$ cat src/rtl/axi_sram_tester_master_if.sv
// AXI-Lite bus bundle between the SRAM tester master and the slave under test.
//   master modport : drives AW/W/AR address, data, valids and the B/R readies
//   slave modport  : drives the AW/W/AR readies and the B/R responses
interface axi_sram_tester_master_if #(
   parameter int ADDR_BITS = 20,
   parameter int DATA_BITS = 16
);
   logic [ADDR_BITS-1:0]   awaddr;
   logic                   awvalid;
   logic                   awready;
   logic [DATA_BITS-1:0]   wdata;
   logic [DATA_BITS/8-1:0] wstrb;
   logic                   wvalid;
   logic                   wready;
   logic [1:0]             bresp;
   logic                   bvalid;
   logic                   bready;
   logic [ADDR_BITS-1:0]   araddr;
   logic                   arvalid;
   logic                   arready;
   logic [DATA_BITS-1:0]   rdata;
   logic [1:0]             rresp;
   logic                   rvalid;
   logic                   rready;

   modport master (
      output awaddr, awvalid, wdata, wstrb, wvalid, bready, araddr, arvalid, rready,
      input  awready, wready, bresp, bvalid, arready, rdata, rresp, rvalid
   );

   modport slave (
      input  awaddr, awvalid, wdata, wstrb, wvalid, bready, araddr, arvalid, rready,
      output awready, wready, bresp, bvalid, arready, rdata, rresp, rvalid
   );
endinterface

$ cat src/rtl/axi_sram_tester_master.sv
// AXI-Lite master that writes four data patterns across [ADDR_MIN, ADDR_MAX],
// reads each back with up to MAX_OUTSTANDING reads in flight, and checks the data.
//   axi_clk, axi_resetn     : clock, synchronous active-low reset
//   start                   : pulse, begins a run from IDLE or DONE
//   continuous              : latched at start, loop iterations until reset
//   halt_on_error           : latched at start, stop issuing on first mismatch
//   busy, done, test_pass   : run status
//   error_count, iter_count : saturating mismatch count, wrapping iteration count
//   fail_addr/data/expected : first mismatch capture
//   pattern_idx             : current pattern (0..3)
//   axi                     : AXI-Lite master channels
//
// state   | meaning
// --------+-------------------------------------------------------------
// S_IDLE  | out of reset, waiting for start
// S_WRITE | one write at a time, ADDR_MIN..ADDR_MAX, current pattern
// S_READ  | pipelined reads ADDR_MIN..ADDR_MAX, bounded by outstanding limit
// S_DRAIN | waiting for all outstanding reads; picks next pattern or ends
// S_DONE  | run finished, waiting for a new start
module axi_sram_tester_master #(
   parameter int                   ADDR_BITS       = 20,
   parameter int                   DATA_BITS       = 16,
   parameter logic [ADDR_BITS-1:0] ADDR_MIN        = '0,
   parameter logic [ADDR_BITS-1:0] ADDR_MAX        = '1,
   parameter int                   MAX_OUTSTANDING = 4,
   parameter int                   ERR_BITS        = 16
) (
   input  logic                 axi_clk,
   input  logic                 axi_resetn,
   input  logic                 start,
   input  logic                 continuous,
   input  logic                 halt_on_error,
   output logic                 busy,
   output logic                 done,
   output logic                 test_pass,
   output logic [ERR_BITS-1:0]  error_count,
   output logic [ERR_BITS-1:0]  iter_count,
   output logic [ADDR_BITS-1:0] fail_addr,
   output logic [DATA_BITS-1:0] fail_data,
   output logic [DATA_BITS-1:0] fail_expected,
   output logic [1:0]           pattern_idx,
   axi_sram_tester_master_if.master axi
);

   localparam int CNT_W = $clog2(MAX_OUTSTANDING + 1);
   localparam int PTR_W = (MAX_OUTSTANDING > 1) ? $clog2(MAX_OUTSTANDING) : 1;
   localparam logic [CNT_W-1:0] MAX_CNT = CNT_W'(MAX_OUTSTANDING);

   typedef enum logic [2:0] {S_IDLE, S_WRITE, S_READ, S_DRAIN, S_DONE} state_t;

   state_t               state;
   logic                 mode_cont, mode_halt, stop_q;
   logic                 awvalid_q, wvalid_q, arvalid_q, bready_q, rready_q, b_wait;
   logic [ADDR_BITS-1:0] awaddr_q, araddr_q, addr_q;
   logic [DATA_BITS-1:0] wdata_q;
   logic [CNT_W-1:0]     outstanding, out_next;
   logic [PTR_W-1:0]     wr_ptr, rd_ptr;
   logic [ADDR_BITS-1:0] fifo_addr [MAX_OUTSTANDING];
   logic [DATA_BITS-1:0] fifo_exp  [MAX_OUTSTANDING];

   logic                 aw_hs, w_hs, b_hs, ar_hs, r_hs, mismatch, halt_now;
   logic                 issue_wr;
   logic [ADDR_BITS-1:0] wr_addr_nxt;
   logic [1:0]           wr_p_nxt;
   logic                 unused_resp;

   function automatic logic [DATA_BITS-1:0] pattern(input logic [ADDR_BITS-1:0] a,
                                                    input logic [1:0] p);
      logic [DATA_BITS-1:0] base;
      if (p[1]) base = a[0] ? {(DATA_BITS/2){2'b10}} : {(DATA_BITS/2){2'b01}};
      else      base = DATA_BITS'(a);
      return p[0] ? ~base : base;
   endfunction

   function automatic logic [PTR_W-1:0] next_ptr(input logic [PTR_W-1:0] p);
      return (p == PTR_W'(MAX_OUTSTANDING - 1)) ? '0 : p + PTR_W'(1);
   endfunction

   assign axi.awaddr  = awaddr_q;
   assign axi.awvalid = awvalid_q;
   assign axi.wdata   = wdata_q;
   assign axi.wstrb   = '1;
   assign axi.wvalid  = wvalid_q;
   assign axi.bready  = bready_q;
   assign axi.araddr  = araddr_q;
   assign axi.arvalid = arvalid_q;
   assign axi.rready  = rready_q;
   assign unused_resp = ^{axi.bresp, axi.rresp};

   assign aw_hs    = awvalid_q & axi.awready;
   assign w_hs     = wvalid_q & axi.wready;
   assign b_hs     = bready_q & axi.bvalid;
   assign ar_hs    = arvalid_q & axi.arready;
   // An R beat with nothing outstanding has no expected value; it is ignored.
   assign r_hs     = rready_q & axi.rvalid & (outstanding != '0);
   assign mismatch = r_hs & (axi.rdata != fifo_exp[rd_ptr]);
   // Halting reacts in the same cycle as the mismatch so no new AR is raised after it.
   assign halt_now = stop_q | (mode_halt & mismatch);

   always_comb begin
      out_next = outstanding;
      if (ar_hs && !r_hs)      out_next = outstanding + CNT_W'(1);
      else if (r_hs && !ar_hs) out_next = outstanding - CNT_W'(1);
   end

   // The first write of a phase is issued on the transition edge itself.
   always_comb begin
      issue_wr    = 1'b0;
      wr_addr_nxt = addr_q;
      wr_p_nxt    = pattern_idx;
      case (state)
         S_IDLE, S_DONE: begin
            issue_wr    = start;
            wr_addr_nxt = ADDR_MIN;
            wr_p_nxt    = 2'd0;
         end
         S_WRITE: issue_wr = !b_wait && !awvalid_q && !wvalid_q;
         S_DRAIN: begin
            issue_wr    = (outstanding == '0) && !stop_q && ((pattern_idx != 2'd3) || mode_cont);
            wr_addr_nxt = ADDR_MIN;
            wr_p_nxt    = pattern_idx + 2'd1;
         end
         default: ;
      endcase
   end

   always_ff @(posedge axi_clk) begin
      if (ar_hs) begin
         fifo_addr[wr_ptr] <= araddr_q;
         fifo_exp[wr_ptr]  <= pattern(araddr_q, pattern_idx);
      end
   end

   always_ff @(posedge axi_clk) begin
      if (!axi_resetn) begin
         state         <= S_IDLE;
         mode_cont     <= 1'b0;
         mode_halt     <= 1'b0;
         stop_q        <= 1'b0;
         awvalid_q     <= 1'b0;
         wvalid_q      <= 1'b0;
         arvalid_q     <= 1'b0;
         bready_q      <= 1'b0;
         rready_q      <= 1'b0;
         b_wait        <= 1'b0;
         awaddr_q      <= '0;
         araddr_q      <= '0;
         addr_q        <= '0;
         wdata_q       <= '0;
         outstanding   <= '0;
         wr_ptr        <= '0;
         rd_ptr        <= '0;
         busy          <= 1'b0;
         done          <= 1'b0;
         test_pass     <= 1'b1;
         error_count   <= '0;
         iter_count    <= '0;
         fail_addr     <= '0;
         fail_data     <= '0;
         fail_expected <= '0;
         pattern_idx   <= 2'd0;
      end else begin
         bready_q    <= 1'b1;
         rready_q    <= 1'b1;
         outstanding <= out_next;
         if (aw_hs) awvalid_q <= 1'b0;
         if (w_hs)  wvalid_q  <= 1'b0;
         if (b_hs)  b_wait    <= 1'b0;
         if (ar_hs) wr_ptr    <= next_ptr(wr_ptr);
         if (r_hs)  rd_ptr    <= next_ptr(rd_ptr);

         if (mismatch) begin
            if (error_count != '1) error_count <= error_count + ERR_BITS'(1);
            if (test_pass) begin
               fail_addr     <= fifo_addr[rd_ptr];
               fail_data     <= axi.rdata;
               fail_expected <= fifo_exp[rd_ptr];
               test_pass     <= 1'b0;
            end
            if (mode_halt) stop_q <= 1'b1;
         end

         if (issue_wr) begin
            awvalid_q <= 1'b1;
            wvalid_q  <= 1'b1;
            b_wait    <= 1'b1;
            awaddr_q  <= wr_addr_nxt;
            wdata_q   <= pattern(wr_addr_nxt, wr_p_nxt);
            addr_q    <= wr_addr_nxt + ADDR_BITS'(1);
         end

         case (state)
            S_IDLE, S_DONE: begin
               if (start) begin
                  mode_cont     <= continuous;
                  mode_halt     <= halt_on_error;
                  stop_q        <= 1'b0;
                  error_count   <= '0;
                  iter_count    <= '0;
                  fail_addr     <= '0;
                  fail_data     <= '0;
                  fail_expected <= '0;
                  test_pass     <= 1'b1;
                  pattern_idx   <= 2'd0;
                  busy          <= 1'b1;
                  done          <= 1'b0;
                  state         <= S_WRITE;
               end
            end
            S_WRITE: begin
               if (b_hs && awaddr_q == ADDR_MAX) begin
                  addr_q <= ADDR_MIN;
                  state  <= S_READ;
               end
            end
            S_READ: begin
               // A raised arvalid is held until accepted; decisions happen only when it is free.
               if (!arvalid_q || ar_hs) begin
                  if ((ar_hs && araddr_q == ADDR_MAX) || halt_now) begin
                     arvalid_q <= 1'b0;
                     state     <= S_DRAIN;
                  end else if (out_next < MAX_CNT) begin
                     arvalid_q <= 1'b1;
                     araddr_q  <= addr_q;
                     addr_q    <= addr_q + ADDR_BITS'(1);
                  end else begin
                     arvalid_q <= 1'b0;
                  end
               end
            end
            S_DRAIN: begin
               if (outstanding == '0) begin
                  if (stop_q) begin
                     busy  <= 1'b0;
                     done  <= 1'b1;
                     state <= S_DONE;
                  end else begin
                     if (pattern_idx == 2'd3) iter_count <= iter_count + ERR_BITS'(1);
                     if (pattern_idx == 2'd3 && !mode_cont) begin
                        busy  <= 1'b0;
                        done  <= 1'b1;
                        state <= S_DONE;
                     end else begin
                        pattern_idx <= wr_p_nxt;
                        state       <= S_WRITE;
                     end
                  end
               end
            end
            default: state <= S_IDLE;
         endcase
      end
   end

endmodule

$ cat src/flat_wrapper.sv
// flat-port wrapper written by rule: the top's interface ports become plain ports
module axi_sram_tester_master_flat 
#(
   parameter int                   ADDR_BITS       = 20,
   parameter int                   DATA_BITS       = 16,
   parameter logic [ADDR_BITS-1:0] ADDR_MIN        = '0,
   parameter logic [ADDR_BITS-1:0] ADDR_MAX        = '1,
   parameter int                   MAX_OUTSTANDING = 4,
   parameter int                   ERR_BITS        = 16
)
  (axi_clk, axi_resetn, start, continuous, halt_on_error, busy, done, test_pass, error_count, iter_count, fail_addr, fail_data, fail_expected, pattern_idx, axi_awaddr, axi_awvalid, axi_wdata, axi_wstrb, axi_wvalid, axi_bready, axi_araddr, axi_arvalid, axi_rready, axi_awready, axi_wready, axi_bresp, axi_bvalid, axi_arready, axi_rdata, axi_rresp, axi_rvalid);
  axi_sram_tester_master_if #(.ADDR_BITS(ADDR_BITS), .DATA_BITS(DATA_BITS)) axi_i ();
  input  logic axi_clk;
  input  logic axi_resetn;
  input  logic start;
  input  logic continuous;
  input  logic halt_on_error;
  output logic busy;
  output logic done;
  output logic test_pass;
  output logic [ERR_BITS-1:0] error_count;
  output logic [ERR_BITS-1:0] iter_count;
  output logic [ADDR_BITS-1:0] fail_addr;
  output logic [DATA_BITS-1:0] fail_data;
  output logic [DATA_BITS-1:0] fail_expected;
  output logic [1:0] pattern_idx;
  output wire logic [$bits(axi_i.awaddr)-1:0] axi_awaddr;
  output wire logic [$bits(axi_i.awvalid)-1:0] axi_awvalid;
  output wire logic [$bits(axi_i.wdata)-1:0] axi_wdata;
  output wire logic [$bits(axi_i.wstrb)-1:0] axi_wstrb;
  output wire logic [$bits(axi_i.wvalid)-1:0] axi_wvalid;
  output wire logic [$bits(axi_i.bready)-1:0] axi_bready;
  output wire logic [$bits(axi_i.araddr)-1:0] axi_araddr;
  output wire logic [$bits(axi_i.arvalid)-1:0] axi_arvalid;
  output wire logic [$bits(axi_i.rready)-1:0] axi_rready;
  input wire logic [$bits(axi_i.awready)-1:0] axi_awready;
  input wire logic [$bits(axi_i.wready)-1:0] axi_wready;
  input wire logic [$bits(axi_i.bresp)-1:0] axi_bresp;
  input wire logic [$bits(axi_i.bvalid)-1:0] axi_bvalid;
  input wire logic [$bits(axi_i.arready)-1:0] axi_arready;
  input wire logic [$bits(axi_i.rdata)-1:0] axi_rdata;
  input wire logic [$bits(axi_i.rresp)-1:0] axi_rresp;
  input wire logic [$bits(axi_i.rvalid)-1:0] axi_rvalid;
  assign axi_awaddr = axi_i.awaddr;
  assign axi_awvalid = axi_i.awvalid;
  assign axi_wdata = axi_i.wdata;
  assign axi_wstrb = axi_i.wstrb;
  assign axi_wvalid = axi_i.wvalid;
  assign axi_bready = axi_i.bready;
  assign axi_araddr = axi_i.araddr;
  assign axi_arvalid = axi_i.arvalid;
  assign axi_rready = axi_i.rready;
  assign axi_i.awready = axi_awready;
  assign axi_i.wready = axi_wready;
  assign axi_i.bresp = axi_bresp;
  assign axi_i.bvalid = axi_bvalid;
  assign axi_i.arready = axi_arready;
  assign axi_i.rdata = axi_rdata;
  assign axi_i.rresp = axi_rresp;
  assign axi_i.rvalid = axi_rvalid;
  axi_sram_tester_master #(.ADDR_BITS(ADDR_BITS), .DATA_BITS(DATA_BITS), .ADDR_MIN(ADDR_MIN), .ADDR_MAX(ADDR_MAX), .MAX_OUTSTANDING(MAX_OUTSTANDING), .ERR_BITS(ERR_BITS)) u_core (.axi_clk(axi_clk), .axi_resetn(axi_resetn), .start(start), .continuous(continuous), .halt_on_error(halt_on_error), .busy(busy), .done(done), .test_pass(test_pass), .error_count(error_count), .iter_count(iter_count), .fail_addr(fail_addr), .fail_data(fail_data), .fail_expected(fail_expected), .pattern_idx(pattern_idx), .axi(axi_i));
endmodule
$ cat config.mk
export PLATFORM = sky130hd
export DESIGN_NAME = axi_sram_tester_master_flat
export DESIGN_NICKNAME = d
export VERILOG_FILES = /design/src/rtl/axi_sram_tester_master_if.sv /design/src/rtl/axi_sram_tester_master.sv /design/src/flat_wrapper.sv
export SDC_FILE = /design/constraint.sdc
export NUM_CORES = 1
export LEC_CHECK = 0
export BUFFER_PORTS_ARGS = -buffer_cell sky130_fd_sc_hd__clkbuf_2
export CORE_UTILIZATION = 40
export DETAILED_ROUTE_END_ITERATION = 16
export GPL_TIMING_DRIVEN = 0
export SLEW_MARGIN = 30
export SYNTH_ARGS = -nofsm -noshare
export SYNTH_HDL_FRONTEND = slang
export SYNTH_SLANG_ARGS = --single-unit
$ cat constraint.sdc
create_clock -name axi_clk -period 7.8 [get_ports axi_clk]
set_input_delay 0.78 -clock axi_clk [delete_from_list [all_inputs] [get_ports axi_clk]]
set_output_delay 0.78 -clock axi_clk [all_outputs]
set_load 0.005 [all_outputs]
# After elaboration in Yosys (flattened, before gate mapping)
# Memory sizes are Yosys's and may differ from the RTL's. A register that Yosys moved wholly into a read port is not among the register bits.
# Index checks and enable logic that the tools add are counted.
# totals
mem_count,2
inputBits,30
latch_bits,0
out_inout_bits,152
mem_bits_ro,0
reg_bits,183
elab_cells,194
mem_bits_rw,144
# memory_table
memory,words,word_bits,read_ports,rd_clocked_by_memory_dff,wr,line,rtl
u_core.fifo_addr,4,20,1,1,1,axi_sram_tester_master.sv:58,logic [ADDR_BITS-1:0] fifo_addr [MAX_OUTSTANDING];
u_core.fifo_exp,4,16,1,1,1,axi_sram_tester_master.sv:59,logic [DATA_BITS-1:0] fifo_exp [MAX_OUTSTANDING];
# classes
n_eq_ne,21
shift,0
div_mod_pow,0
add_sub_neg,9
reduce_logical,36
multipliers,0
order_cmp,1
n_mux,88
bitwise,12
# op_table
operator,n
2-to-1 mux 16 bit,25
2-to-1 mux 20 bit,10
"adder 20 x 1 -> 20 bit, second input constant",2
"equality test 20 bit, second input constant",2
case mux 20 bit (2 select lines),1
"adder 16 x 1 -> 16 bit, second input constant",2
NOT 16 bit,2
case mux 16 bit (2 select lines),1
2-to-1 mux 3 bit,9
2-to-1 mux 1 bit,26
2-to-1 mux 2 bit,10
inequality test 16 bit,1
"inequality test 16 bit, second input constant",1
AND reduction 5 bit,3
case mux 3 bit (4 select lines),1
"inequality test 2 x 1 -> 1 bit, second input constant",5
logical AND 1 bit,9
AND 1 bit,8
logical NOT 1 bit,8
"inequality test 2 bit, second input constant",4
case mux 2 bit (2 select lines),2
AND reduction 4 bit,2
nonzero test 2 bit,4
"adder 2 x 1 -> 2 bit, second input constant",3
other kinds (18),26

# Longest topological paths before layout
# logic_depth
ltp_word,10
depth_mapped,14
depth_no_buf,13

# Worst setup path after synthesis
# Ideal clock, no wire load.
# synth_path
kind,input to register
startpoint,in axi_rvalid
endpoint,reg u_core.addr_q[11]
path_buffers,2
t_required_ns,7.730
cell_stages,11
setup_ns,0.070
arrival_time_ns,3.004
setup_slack_ns,4.725
path_cell_list,nand3_1 -> clkbuf_1 -> ha_1 -> and3b_1 -> a21oi_1 -> xnor2_1 -> nor4b_1 -> o21ai_2 -> buf_2 -> a22o_1 -> a21oi_1
# synth_via
elab_chain_cells,10
word_cells_on_any_way,16
classes_between,1 x order compare; 6 x mux; 5 x bitwise; 4 x reduce/logical
# synth_lines
item,line,rtl
"start, declared",flat_wrapper.sv:43,input wire logic [$bits(axi_i.rvalid)-1:0] axi_rvalid;
AND 1 bit * (2 in series),axi_sram_tester_master.sv:95,assign r_hs = rready_q & axi.rvalid & (outstanding != '0);
logical AND 1 bit or logical NOT 1 bit (tied branches),"axi_sram_tester_master.sv:103, axi_sram_tester_master.sv:102",
2-to-1 mux 3 bit or logical AND 1 bit (tied branches),"axi_sram_tester_master.sv:103, axi_sram_tester_master.sv:102",
2-to-1 mux 3 bit,axi_sram_tester_master.sv:102,if (ar_hs && !r_hs) out_next = outstanding + CNT_W'(1);
< comparator 3 bit,axi_sram_tester_master.sv:222,end else if (out_next < MAX_CNT) begin
2-to-1 mux 20 bit,axi_sram_tester_master.sv:222,
2-to-1 mux 20 bit *,axi_sram_tester_master.sv:219,if ((ar_hs && araddr_q == ADDR_MAX) || halt_now) begin
2-to-1 mux 20 bit *,axi_sram_tester_master.sv:218,if (!arvalid_q || ar_hs) begin
case mux 20 bit (2 select lines) *,axi_sram_tester_master.sv:192,case (state)
"end signal, assigned",axi_sram_tester_master.sv:189,addr_q <= wr_addr_nxt + ADDR_BITS'(1);
"end signal, assigned",axi_sram_tester_master.sv:225,addr_q <= addr_q + ADDR_BITS'(1);
"end, declared",axi_sram_tester_master.sv:54,"logic [ADDR_BITS-1:0] awaddr_q, araddr_q, addr_q;"
# Every way passes the cells marked *; elsewhere a longest branch is shown, timed or not.
# A chain may end at the register's enable or synchronous reset.

# Worst setup path in the final report
# layout_path
startpoint,reg u_core.outstanding[0]
endpoint,reg u_core.addr_q[4]
# layout_via
elab_chain_cells,10
word_cells_on_any_way,24
classes_between,2 x add/sub; 1 x order compare; 9 x mux; 4 x bitwise; 8 x reduce/logical
# layout_lines
item,line,rtl
"start, declared",axi_sram_tester_master.sv:56,"logic [CNT_W-1:0] outstanding, out_next;"
"start signal, assigned",axi_sram_tester_master.sv:165,outstanding <= out_next;
"parallel branches: the longest is 9 deep, another holds subtractor 3 x 1 -> 3 bit",n/a,
case mux 20 bit (2 select lines) *,axi_sram_tester_master.sv:192,
# Mark *: on every way between the ends.

==> summary.txt <==
Outcome
  – Status: finished, final reports clean

Die
  – CORE AREA: ~34000 um2
  – IO Count: ~180
  – Die area: roughly 36000 um2
  – Starting Density: 0.405
  – Die H: around 190 um
  – DIE WIDTH: about 190 um
  – Core Rows: 68

Timing
  – Final TNS setup: 0 ns
  – Crit path time final: between 3 and 4 ns
  – Fmax: roughly 0.26 GHz
  – Least-Margin Pin Slew: 0.906 ns
  – Hold violation count in the final report: 0
  – Max-slew headroom: 0.391
  – Final period utilization: 0.487
  – Clock Skew: approximately 0.022 ns
  – # setup viols final: 0
  – Slew Limit Fails: 0
  – RSZ-0062 raised after global routing: false

Clock network
  – Post-cts sizing count: 0
  – CTS tree: done
  – CTS Root Cell: clkbuf_16
  – Max clock buf depth: 3
  – Worst skew pair latency: roughly 0.53 ns
  – # clock sinks: between 300 and 400
  – Clock slew at the register clock pins of the worst setup and hold paths: about 0.060 ns
  – Setup Fix Bufs, Post-CTS: 0
  – CTS buffer count: 37
  – H-tree Lvls: 2
  – Post-CTS Hold Fix Bufs: 0

Critical path
  – Worst r2r dst: u_core.addr_q[4]
  – Worst Reg-to-Reg Cells: 14
  – Critical path data required time: between 8 and 9 ns
  – CP Class: reg2reg
  – CP Max Fanout: 10
  – Crit. End Element: register
  – R2R Setup Slk: between 3 and 4 ns
  – Startpoint Class: register
  – Worst r2r src: u_core.outstanding[0]
  – Crit path arrival time: around 4.2 ns

Global route
  – Initial antenna violation count: 0
  – Global Route met2 Usage: 0.330
  – Number of global-route vias before repair: 9702
  – GR peak layer: met2
  – Overflow after GRT: 0
  – First-pass GRT wire length: between 50000 and 60000 um
  – Total global-route track usage: 0.198
  – Grt met3 use: 0.0317
  – Grt met1 use: 0.265
  – Largest net degree at the start of global routing: 37

Min path
  – Hold EP: u_core.axi.bready
  – Hold Crit Depth: 1
  – Worst min path class: in2reg
  – Hold wc startpoint: axi_resetn

Synthesis
  – Syn avg cell area: around 11 um2
  – Main flop type after synthesis: dfxtp_1
  – Synth Instances: between 1000 and 1500
  – Flop and latch count out of synthesis: roughly 330
  – Asr flop ratio synth: 0
  – Sequential element share of the synthesized area: 0.575
  – Synth unique cells: 63
  – EDFF count, synth: between 100 and 150
  – Ys Warns: 0
  – Syn Std Cell Area: about 14000 um2

Layout
  – Layout cells sized above 1: 0.214
  – Final instance area: 16700 um2
  – Register Area: ~8000 um2
  – Fill count: between 3000 and 4000
  – N_diodes: 0
  – Footprint of the multi-input gates: 5530 um2
  – Syn-to-layout area delta: 19.7%
  – Nets: around 1500
  – Most frequent cells in the layout: dfxtp_1 (185), clkbuf_2 (177), nor2_1 (146)
  – Most common cell after layout, fill and taps aside: dfxtp_1

Drt
  – Antenna Nets Post-Route: 0
  – Vias: 10000
  – # DRC: 0
  – Wirelength per Cell: about 18 um
  – Iteration-0 DRC Markers: ~670
  – Pre-antenna DRT Iters: 6
  – Total Wirelength: roughly 35000 um
  – Via density: between 5 and 6

Pwr
  – Pwr Total: around 4.4 mW
  – Leakage: about 6.3 nW
  – Peak VDD IR: around 0.19 mV
  – Pwr/cell area: 266 nW/um2

Place
  – Port-buffer cells: roughly 180
  – Detailed placer's ending HPWL: 24900 um
  – Dpl cell area: between 15000 and 20000 um2
  – GPL Wtd Cong: roughly 0.85

Run
  – MaxCap Viol Count: 0
[per-stage QoR]
stage	worst slack [ns]	util	cells	hold WS, ns
global placement	3.99	0.447	1856	0.441
finish	4.00	0.485	1925	0.453
detailed placement	3.96	0.450	1860	0.448
global route	3.73	0.485	1925	0.444
CTS	4.02	0.485	1925	0.438
floorplan	4.73	-	1226	0.437
[cells in the mapped netlist (5+ instances only)]
cell type    n  area [um2]
nand4_1     25         156
a211oi_1    12        90.1
xnor2_1     56         490
nand3_1     44         220
nor2_1     146         548
buf_1        5        18.8
edfxtp_1   144        4320
o22ai_1      5        31.3
clkbuf_1    50         188
mux4_2      36         811
buf_2       19        95.1
dfxtp_1    185        3700
nor3_1      14        70.1
nor2b_1      7        43.8
inv_1       21        78.8
and2_1       9        56.3
nand2b_1     9        56.3
nand2_1     93         349
a31oi_1      7        43.8
or3_1        7        43.8
a21oi_1     93         465
or2_2        5        31.3
nor4_1      11        68.8
and4_1       6        52.6
mux2i_1     76         761
xor2_1      26         228
o21ai_0     14        70.1
ha_1        15         188
and3_1      23         144
[cell type report]
class,count,area share
flip-flops and latches,329,0.480
multi-input cells,796,0.331
clock buffers,43,0.0586
repair buffers,179,0.0564
well taps,455,0.0341
plain buffers,79,0.0207
clock inverters,22,0.0142
inverters,22,0.00494
[how the worst max path moves through the flow]
stage	to	startpoint	slack, ns
after floorplan	u_core.addr_q[11]	axi_rvalid	4.73
after global placement	u_core.addr_q[4]	axi_rvalid	3.99
after detailed placement	u_core.addr_q[4]	axi_rvalid	3.96
after CTS	u_core.addr_q[4]	u_core.outstanding[0]	4.02
after global routing	u_core.addr_q[8]	u_core.outstanding[0]	3.73
final	u_core.addr_q[4]	u_core.outstanding[0]	4.00
[report_power, final]
part / total [mW] / switching, mW / internal (mW)
sequential: 1.93 / 0.0567 / 1.87
combinational: 0.780 / 0.519 / 0.261
clock: 1.74 / 0.696 / 1.04
total: 4.45 / 1.27 / 3.18
[worst max-delay path: stages (launching register included)]
cell and delay (ns):
dfxtp_1 0.33, inv_1 0.09, ha_1 0.15, nand2b_1 0.14, nand3_1 0.37, clkbuf_1 0.44
ha_1 0.32, and3b_1 0.20, a21oi_1 0.23, xnor2_1 0.13, nor4b_1 0.42, o21ai_2 0.25
buf_2 0.29, a2bb2oi_1 0.16, o22ai_1 0.20
[per-layer routing]
metal  vias up  wire, um
li1       4870         -
met1      4844     15900
met2       284     17000
met3        50      1800
met4         0       743
met5         -         0
[sequential cells by signal, summed over array words and instances, names as in the netlist, 16 cells and up, named ones only]
name                  cells
u_core.fifo_addr         80
u_core.fifo_exp          64
u_core.addr_q            20
u_core.axi.araddr        20
u_core.axi.awaddr        20
u_core.fail_addr         20
u_core.axi.wdata         16
u_core.error_count       16
u_core.fail_data         16
u_core.fail_expected     16
u_core.iter_count        16
[logic make-up after synthesis]
group / Yosys count / share of synthesized area
buf+inv: 101 / 0.0305
other cells: 1 / 0.000268
flops: 329 / 0.575
xor+xnor: 82 / 0.0514
fa+ha+maj: 15 / 0.0134
mux: 112 / 0.113
simple gates: 417 / 0.144
compound gates: 168 / 0.0735
No activity file was read; power rests on OpenSTA's default activity.
